===== src/rtl/wiscsc15_pkg.sv =====
// Shared WISC-SC15 constants: datapath widths, decoder-visible opcodes and
// the fetch FSM state encoding.
package wiscsc15_pkg;

    localparam int PC_W    = 16;
    localparam int INSTR_W = 16;

    // Opcodes the fetch stage and the control decoder agree on.
    localparam logic [3:0] OP_BRANCH = 4'b1100;
    localparam logic [3:0] OP_CALL   = 4'b1101;
    localparam logic [3:0] OP_RET    = 4'b1110;
    localparam logic [3:0] OP_HALT   = 4'b1111;

    typedef enum logic [1:0] {
        ST_REQ  = 2'd0,
        ST_WAIT = 2'd1,
        ST_HOLD = 2'd2,
        ST_HALT = 2'd3
    } fetch_state_e;

endpackage


===== src/rtl/wiscsc15_fetch_if.sv =====
// Instruction-memory request/valid channel between the fetch stage (master)
// and instruction memory (slave).
interface wiscsc15_fetch_if #(
    parameter int PC_W    = wiscsc15_pkg::PC_W,
    parameter int INSTR_W = wiscsc15_pkg::INSTR_W
);
    logic               imem_req;
    logic [PC_W-1:0]    imem_addr;
    logic               imem_rvalid;
    logic [INSTR_W-1:0] imem_rdata;

    modport master (
        output imem_req,
        output imem_addr,
        input  imem_rvalid,
        input  imem_rdata
    );

    modport slave (
        input  imem_req,
        input  imem_addr,
        output imem_rvalid,
        output imem_rdata
    );
endinterface


===== src/rtl/wiscsc15_pc_reg.sv =====
// Program counter: synchronous reset to RESET_PC, redirect load, and
// wrap-around increment.
module wiscsc15_pc_reg #(
    parameter int              PC_W     = wiscsc15_pkg::PC_W,
    parameter logic [PC_W-1:0] RESET_PC = '0
) (
    input  logic            clk,
    input  logic            rst,
    input  logic            load,
    input  logic [PC_W-1:0] load_val,
    input  logic            inc,
    output logic [PC_W-1:0] pc,
    output logic [PC_W-1:0] pc_plus1
);
    // Truncation to PC_W bits gives the modulo-2^PC_W wrap.
    assign pc_plus1 = pc + PC_W'(1);

    // NOTE: sequential state uses non-blocking assignments so every reader
    // in the same edge sees the pre-edge value.
    always_ff @(posedge clk) begin
        if (rst) begin
            pc <= RESET_PC;
        end else if (load) begin
            pc <= load_val;
        end else if (inc) begin
            pc <= pc_plus1;
        end
    end
endmodule


===== src/rtl/wiscsc15_fetch.sv =====
// WISC-SC15 instruction fetch stage: PC, IR and variable-latency imem
// handshake. Define FETCH_PERF_CNT_EN to add fetch/redirect counters.
module wiscsc15_fetch #(
    parameter int              PC_W     = wiscsc15_pkg::PC_W,
    parameter int              INSTR_W  = wiscsc15_pkg::INSTR_W,
    parameter logic [PC_W-1:0] RESET_PC = '0
) (
    input  logic               clk,
    input  logic               rst,
`ifdef FETCH_PERF_CNT_EN
    output logic [31:0]        fetch_count,
    output logic [31:0]        redirect_count,
`endif
    wiscsc15_fetch_if.master   imem,
    output logic               instr_valid,
    output logic [INSTR_W-1:0] instr,
    output logic [3:0]         opcode,
    output logic [PC_W-1:0]    pc,
    output logic [PC_W-1:0]    pc_plus1,
    input  logic               instr_ack,
    input  logic               redirect_valid,
    input  logic [PC_W-1:0]    redirect_pc,
    output logic               halted
);
    import wiscsc15_pkg::*;

    fetch_state_e       state;
    fetch_state_e       state_next;
    logic               pending;
    logic               pending_next;
    logic               ir_load;
    logic               pc_load;
    logic               pc_inc;
    logic [INSTR_W-1:0] ir;

    wiscsc15_pc_reg #(
        .PC_W     (PC_W),
        .RESET_PC (RESET_PC)
    ) u_pc_reg (
        .clk      (clk),
        .rst      (rst),
        .load     (pc_load),
        .load_val (redirect_pc),
        .inc      (pc_inc),
        .pc       (pc),
        .pc_plus1 (pc_plus1)
    );

    // The reset state is REQ; gating with rst keeps the request quiet while
    // reset is held so the first pulse lands in the first cycle after release.
    assign imem.imem_req  = (state == ST_REQ) && !rst;
    assign imem.imem_addr = pc;

    assign instr_valid = (state == ST_HOLD);
    assign halted      = (state == ST_HALT);
    assign instr       = ir;
    assign opcode      = ir[INSTR_W-1 -: 4];

    // NOTE: every signal written here gets a default first so no latch is
    // inferred on paths that leave it untouched.
    always_comb begin
        state_next   = state;
        pending_next = pending;
        ir_load      = 1'b0;
        pc_load      = 1'b0;
        pc_inc       = 1'b0;
        case (state)
            ST_REQ: begin
                // The request still goes out; its data is dropped via pending.
                state_next = ST_WAIT;
                if (redirect_valid) begin
                    pc_load      = 1'b1;
                    pending_next = 1'b1;
                end
            end
            ST_WAIT: begin
                if (redirect_valid) begin
                    pc_load      = 1'b1;
                    pending_next = 1'b1;
                end
                if (imem.imem_rvalid) begin
                    if (pending || redirect_valid) begin
                        pending_next = 1'b0;
                        state_next   = ST_REQ;
                    end else begin
                        ir_load    = 1'b1;
                        state_next = ST_HOLD;
                    end
                end
            end
            ST_HOLD: begin
                if (instr_ack) begin
                    if (opcode == OP_HALT) begin
                        state_next = ST_HALT;
                    end else begin
                        state_next = ST_REQ;
                        pc_load    = redirect_valid;
                        pc_inc     = !redirect_valid;
                    end
                end
            end
            ST_HALT: begin
                state_next = ST_HALT;
            end
            default: begin
                state_next = ST_REQ;
            end
        endcase
    end

    always_ff @(posedge clk) begin
        if (rst) begin
            state   <= ST_REQ;
            pending <= 1'b0;
            ir      <= '0;
        end else begin
            state   <= state_next;
            pending <= pending_next;
            if (ir_load) begin
                ir <= imem.imem_rdata;
            end
        end
    end

`ifdef FETCH_PERF_CNT_EN
    // pc_load fires exactly on accepted redirects.
    always_ff @(posedge clk) begin
        if (rst) begin
            fetch_count    <= '0;
            redirect_count <= '0;
        end else begin
            if (ir_load) begin
                fetch_count <= fetch_count + 32'd1;
            end
            if (pc_load) begin
                redirect_count <= redirect_count + 32'd1;
            end
        end
    end
`endif

endmodule


===== src/flat_wrapper.sv =====
// flat-port wrapper written by rule: the top's interface ports become plain ports
module wiscsc15_fetch_flat import wiscsc15_pkg::*;
#(
    parameter int              PC_W     = wiscsc15_pkg::PC_W,
    parameter int              INSTR_W  = wiscsc15_pkg::INSTR_W,
    parameter logic [PC_W-1:0] RESET_PC = '0
)
  (clk, rst, instr_valid, instr, opcode, pc, pc_plus1, instr_ack, redirect_valid, redirect_pc, halted, imem_imem_req, imem_imem_addr, imem_imem_rvalid, imem_imem_rdata);
  wiscsc15_fetch_if #(.PC_W(PC_W), .INSTR_W(INSTR_W)) imem_i ();
  input  logic clk;
  input  logic rst;
  output logic instr_valid;
  output logic [INSTR_W-1:0] instr;
  output logic [3:0] opcode;
  output logic [PC_W-1:0] pc;
  output logic [PC_W-1:0] pc_plus1;
  input  logic instr_ack;
  input  logic redirect_valid;
  input  logic [PC_W-1:0] redirect_pc;
  output logic halted;
  output wire logic [$bits(imem_i.imem_req)-1:0] imem_imem_req;
  output wire logic [$bits(imem_i.imem_addr)-1:0] imem_imem_addr;
  input wire logic [$bits(imem_i.imem_rvalid)-1:0] imem_imem_rvalid;
  input wire logic [$bits(imem_i.imem_rdata)-1:0] imem_imem_rdata;
  assign imem_imem_req = imem_i.imem_req;
  assign imem_imem_addr = imem_i.imem_addr;
  assign imem_i.imem_rvalid = imem_imem_rvalid;
  assign imem_i.imem_rdata = imem_imem_rdata;
  wiscsc15_fetch #(.PC_W(PC_W), .INSTR_W(INSTR_W), .RESET_PC(RESET_PC)) u_core (.clk(clk), .rst(rst), .imem(imem_i), .instr_valid(instr_valid), .instr(instr), .opcode(opcode), .pc(pc), .pc_plus1(pc_plus1), .instr_ack(instr_ack), .redirect_valid(redirect_valid), .redirect_pc(redirect_pc), .halted(halted));
endmodule

===== config.mk =====
export PLATFORM = sky130hd
export DESIGN_NAME = wiscsc15_fetch_flat
export DESIGN_NICKNAME = d
export VERILOG_FILES = /design/src/rtl/wiscsc15_pkg.sv /design/src/rtl/wiscsc15_fetch_if.sv /design/src/rtl/wiscsc15_pc_reg.sv /design/src/rtl/wiscsc15_fetch.sv /design/src/flat_wrapper.sv
export SDC_FILE = /design/constraint.sdc
export NUM_CORES = 1
export LEC_CHECK = 0
export BUFFER_PORTS_ARGS = -buffer_cell sky130_fd_sc_hd__buf_2
export CORE_MARGIN = 1.5
export CORE_UTILIZATION = 45
export CTS_CLUSTER_SIZE = 14
export DETAILED_ROUTE_END_ITERATION = 7
export GPL_ROUTABILITY_DRIVEN = 0
export PLACE_DENSITY_LB_ADDON = 0.2
export SYNTH_ARGS = -nofsm -noshare
export SYNTH_HDL_FRONTEND = slang
export SYNTH_SLANG_ARGS = --single-unit

===== constraint.sdc =====
create_clock -name clk -period 2.25 [get_ports clk]
set_input_delay 0.225 -clock clk [delete_from_list [all_inputs] [get_ports clk]]
set_output_delay 0.225 -clock clk [all_outputs]
set_load 0.1 [all_outputs]

==> summary.txt <==
Outcome
  • Outcome: finished clean

Yosys
  • Top_reg_cell synth: dfxtp_1
  • Async SR Flop Fraction: 0
  • Post-synthesis average cell area: 8.11 um2
  • Yosys top cell area share: 0.347
  • Cell taking the most area after synthesis: dfxtp_1
  • Synth Register Bits: 35
  • Area of the mapped netlist: 2020 um2
  • Post-synth EDFFs: 0
  • Post-synthesis sequential area ratio: 0.347
  • Yosys cell types: 49
  • Synthesized instance count: 249
  • Synth Net Count: 287
  • Warnings, synthesis: 0
  • Area contributors post-synth: dfxtp_1 35%, nand2_1 7.6%, buf_4 7.4%

Layout
  • Share of layout cells above drive strength 1: 0.499
  • Post-route insts no fill: 395
  • Area occupied by multi-input gates: 1320 um2
  • FILL cells: 366
  • Area Growth Syn to Fin: 49.0%
  • Layout Nets: 380
  • Register area: 744 um2
  • Diodes inserted: 0

Global route
  • Number of global-route vias before repair: 1941
  • Antenna violations before repair: 0
  • GRT overflow: 0
  • Gr usage total: 0.210
  • First-pass GRT wire length: 8.38 mm
  • Largest net degree at the start of global routing: 30

Min path
  • Worst hold path type: input port to register

Timing
  • Slew Limit Fails: 0
  • Tmin final: 2190 ps
  • RSZ-0062 raised after global routing: false
  • Worst hold margin: 141 ps
  • Crit share post-route: 0.975
  • Relative slew margins: 0.615
  • Worst-Margin Slew: 578 ps
  • Fmax: 456 MHz
  • Skew final: 12.8 ps
  • Final WS setup: 57.0 ps
  • # setup viols final: 0
  • Count of final hold-check violations: 0

Clock tree
  • Hold_buf cts: 0
  • Htree depth: 2
  • Clock transition at path regs: 80 ps
  • Total CTS buffers: 5
  • Clk buf depth: 2
  • CTS tree: built
  • Root buf cell: clkbuf_8
  • Clk sink count: 35
  • Skew-Pair Late Insertion Delay: 300 ps

Pwr
  • Leak Pwr: 0.00138 uW
  • Pwr/cell area: 709 nW/um2
  • Max rail drop VDD: 0.356 mV
  • Design Power: 2130 uW

Critical path
  • CP endpoint kind: output port
  • CP Class: register to output port
  • Critical path endpoint: pc_plus1[11]
  • Worst r2r path cells: 6
  • Reg-to-Reg Start: u_core.u_pc_reg.pc[0]$_SDFFE_PP0P_
  • Worst setup SP type: register
  • Top fanout value on the critical path: 8
  • Setup slack, reg-to-reg: 340 ps
  • FF-to-FF End: u_core.u_pc_reg.pc[12]$_SDFFE_PP0P_
  • Worst setup path startpoint: u_core.u_pc_reg.pc[3]$_SDFFE_PP0P_
  • Arr. time, crit path: 1970 ps
  • CP required: 2030 ps

Place
  • Pre-CTS setup slack: 327 ps
  • PortBufs: 107
  • Dpl hpwl: 3.88 mm
  • Placed insts: 382

Route
  • Routed WL: 5.34 mm
  • Vias/cell: 5.36
  • DR DRC count: 0
  • Vias: 2117
  • Iteration-0 DRC count of the detailed router: 108
  • Router iterations before antenna repair: 4
  • Detail Route Antenna Nets: 0
  • WL per Instance: 13.5 um

Floorplan
  • Ports: 108
  • Initial core utilization: 0.467
  • Height of the chip: 70.0 um
  • Core Area: 4320 um2
  • Die X: 70.0 um
  • Die area: 4900 um2
  • Num rows: 24

Run
  • Max-Cap Viols: 0
==> routing by layer <==
metal | GRT usage | wire length (um) | vias up
met5 | 0 | 0 | -
met4 | 0.0705 | 72 | 0
met3 | 0.0505 | 351 | 9
met2 | 0.377 | 2640 | 76
met1 | 0.245 | 2270 | 987
li1 | - | - | 1045
==> sequential cells by signal, summed over array words and instances (netlist names) <==
name and flops:
u_core.state 2, u_core.instr 16, u_core.pending 1, u_core.u_pc_reg.pc 16
==> cell usage after synthesis (all sizes together) (2+ instances only) <==
| library cell | n |
|---|---|
| nor2 | 8 |
| o21ai | 16 |
| clkbuf | 7 |
| or3 | 3 |
| nand2 | 41 |
| a21oi | 21 |
| a31oi | 2 |
| or2 | 3 |
| inv | 10 |
| and2 | 2 |
| buf | 24 |
| mux2i | 2 |
| a32o | 2 |
| xnor2 | 8 |
| a22o | 2 |
| a21o | 4 |
| nand4 | 5 |
| nand3 | 5 |
| nand2b | 2 |
| a22oi | 4 |
| dfxtp | 35 |
| nor3b | 4 |
| nor3 | 8 |
| a221o | 6 |
| xor2 | 5 |
| nor4 | 5 |
==> metrics by stage <==
step | TNS (ps) | util | area, um2
5_1_grt | 0 | 0.696 | 3010
3_5_place_dp | 0 | 0.664 | 2870
3_3_place_gp | 0 | 0.664 | 2870
4_1_cts | 0 | 0.689 | 2980
2_1_floorplan | -254 | - | 2300
6_report | 0 | 0.696 | 3010
==> worst max-delay path: stages, from the launching register on <==
cell     delay, ps
dfxtp_4        420
nand4_1        340
nor3_1         530
xnor2_2        180
buf_12         200
==> final cells by class <==
| cell class | count | area share |
|---|---|---|
| Clock buffer | 6 | 0.0241 |
| Multi-Input combinational cell | 173 | 0.438 |
| Sequential cell | 35 | 0.248 |
| Inverter | 10 | 0.0125 |
| Tap cell | 52 | 0.0216 |
| Timing Repair Buffer | 117 | 0.253 |
| Clock inverter | 2 | 0.00374 |
==> cells by family (layout without fill, tap and decap cells) <==
logic type / count (synthesis) / count (layout) / share of synthesized area
AND/OR/NAND/NOR: 94 / 94 / 0.249
AO/OA/AOI/OAI: 63 / 63 / 0.205
multiplexers: 2 / 2 / 0.00992
adder cells (fa/ha/maj): 1 / 1 / 0.00620
XOR/XNOR: 13 / 13 / 0.0564
buffers and inverters: 41 / 135 / 0.127
flip-flops: 35 / 35 / 0.347
==> worst min-delay path by stage <==
stage	to	cells after the start	slack (ps)	start
floorplan	u_core.u_pc_reg.pc[2]$_SDFFE_PP0P_	2	350	redirect_pc[2]
global placement	u_core.instr[7]$_SDFFE_PP0P_	2	440	u_core.instr[7]$_SDFFE_PP0P_
detailed placement	u_core.instr[8]$_SDFFE_PP0P_	2	450	u_core.instr[8]$_SDFFE_PP0P_
CTS	u_core.u_pc_reg.pc[5]$_SDFFE_PP0P_	3	140	redirect_pc[5]
global route	u_core.u_pc_reg.pc[13]$_SDFFE_PP0P_	2	160	redirect_pc[13]
finish	u_core.u_pc_reg.pc[5]$_SDFFE_PP0P_	3	140	redirect_pc[5]
==> cells in the final DEF, fill, tap and decap left out, drive strengths merged, types with 2 or more instances in the layout <==
cell    count
a21o        4
a21oi      21
a221o       6
a22o        2
a22oi       4
a31oi       2
a32o        2
and2        2
buf       117
clkbuf      6
dfxtp      35
inv        11
mux2i       2
nand2      41
nand2b      2
nand3       5
nand4       5
nor2        8
nor3        8
nor3b       4
nor4        5
o21ai      16
or2         3
or3         3
xnor2       8
xor2        5
==> what timing repair did <==
item,4_1_cts,5_1_grt
gates resized for setup,0,2
pin swaps,2,2
setup buffers,3,2
endpoints found under the setup margin,1,3
endpoints found under the hold margin,0,0
==> report_power, final <==
part,leakage [uW],switching (uW),total (uW),internal (uW)
combinational,0.00104,738,943,205
clock,0.0000455,246,464,217
sequential,0.000295,70.3,727,657
(Power assumes the default switching activity.)
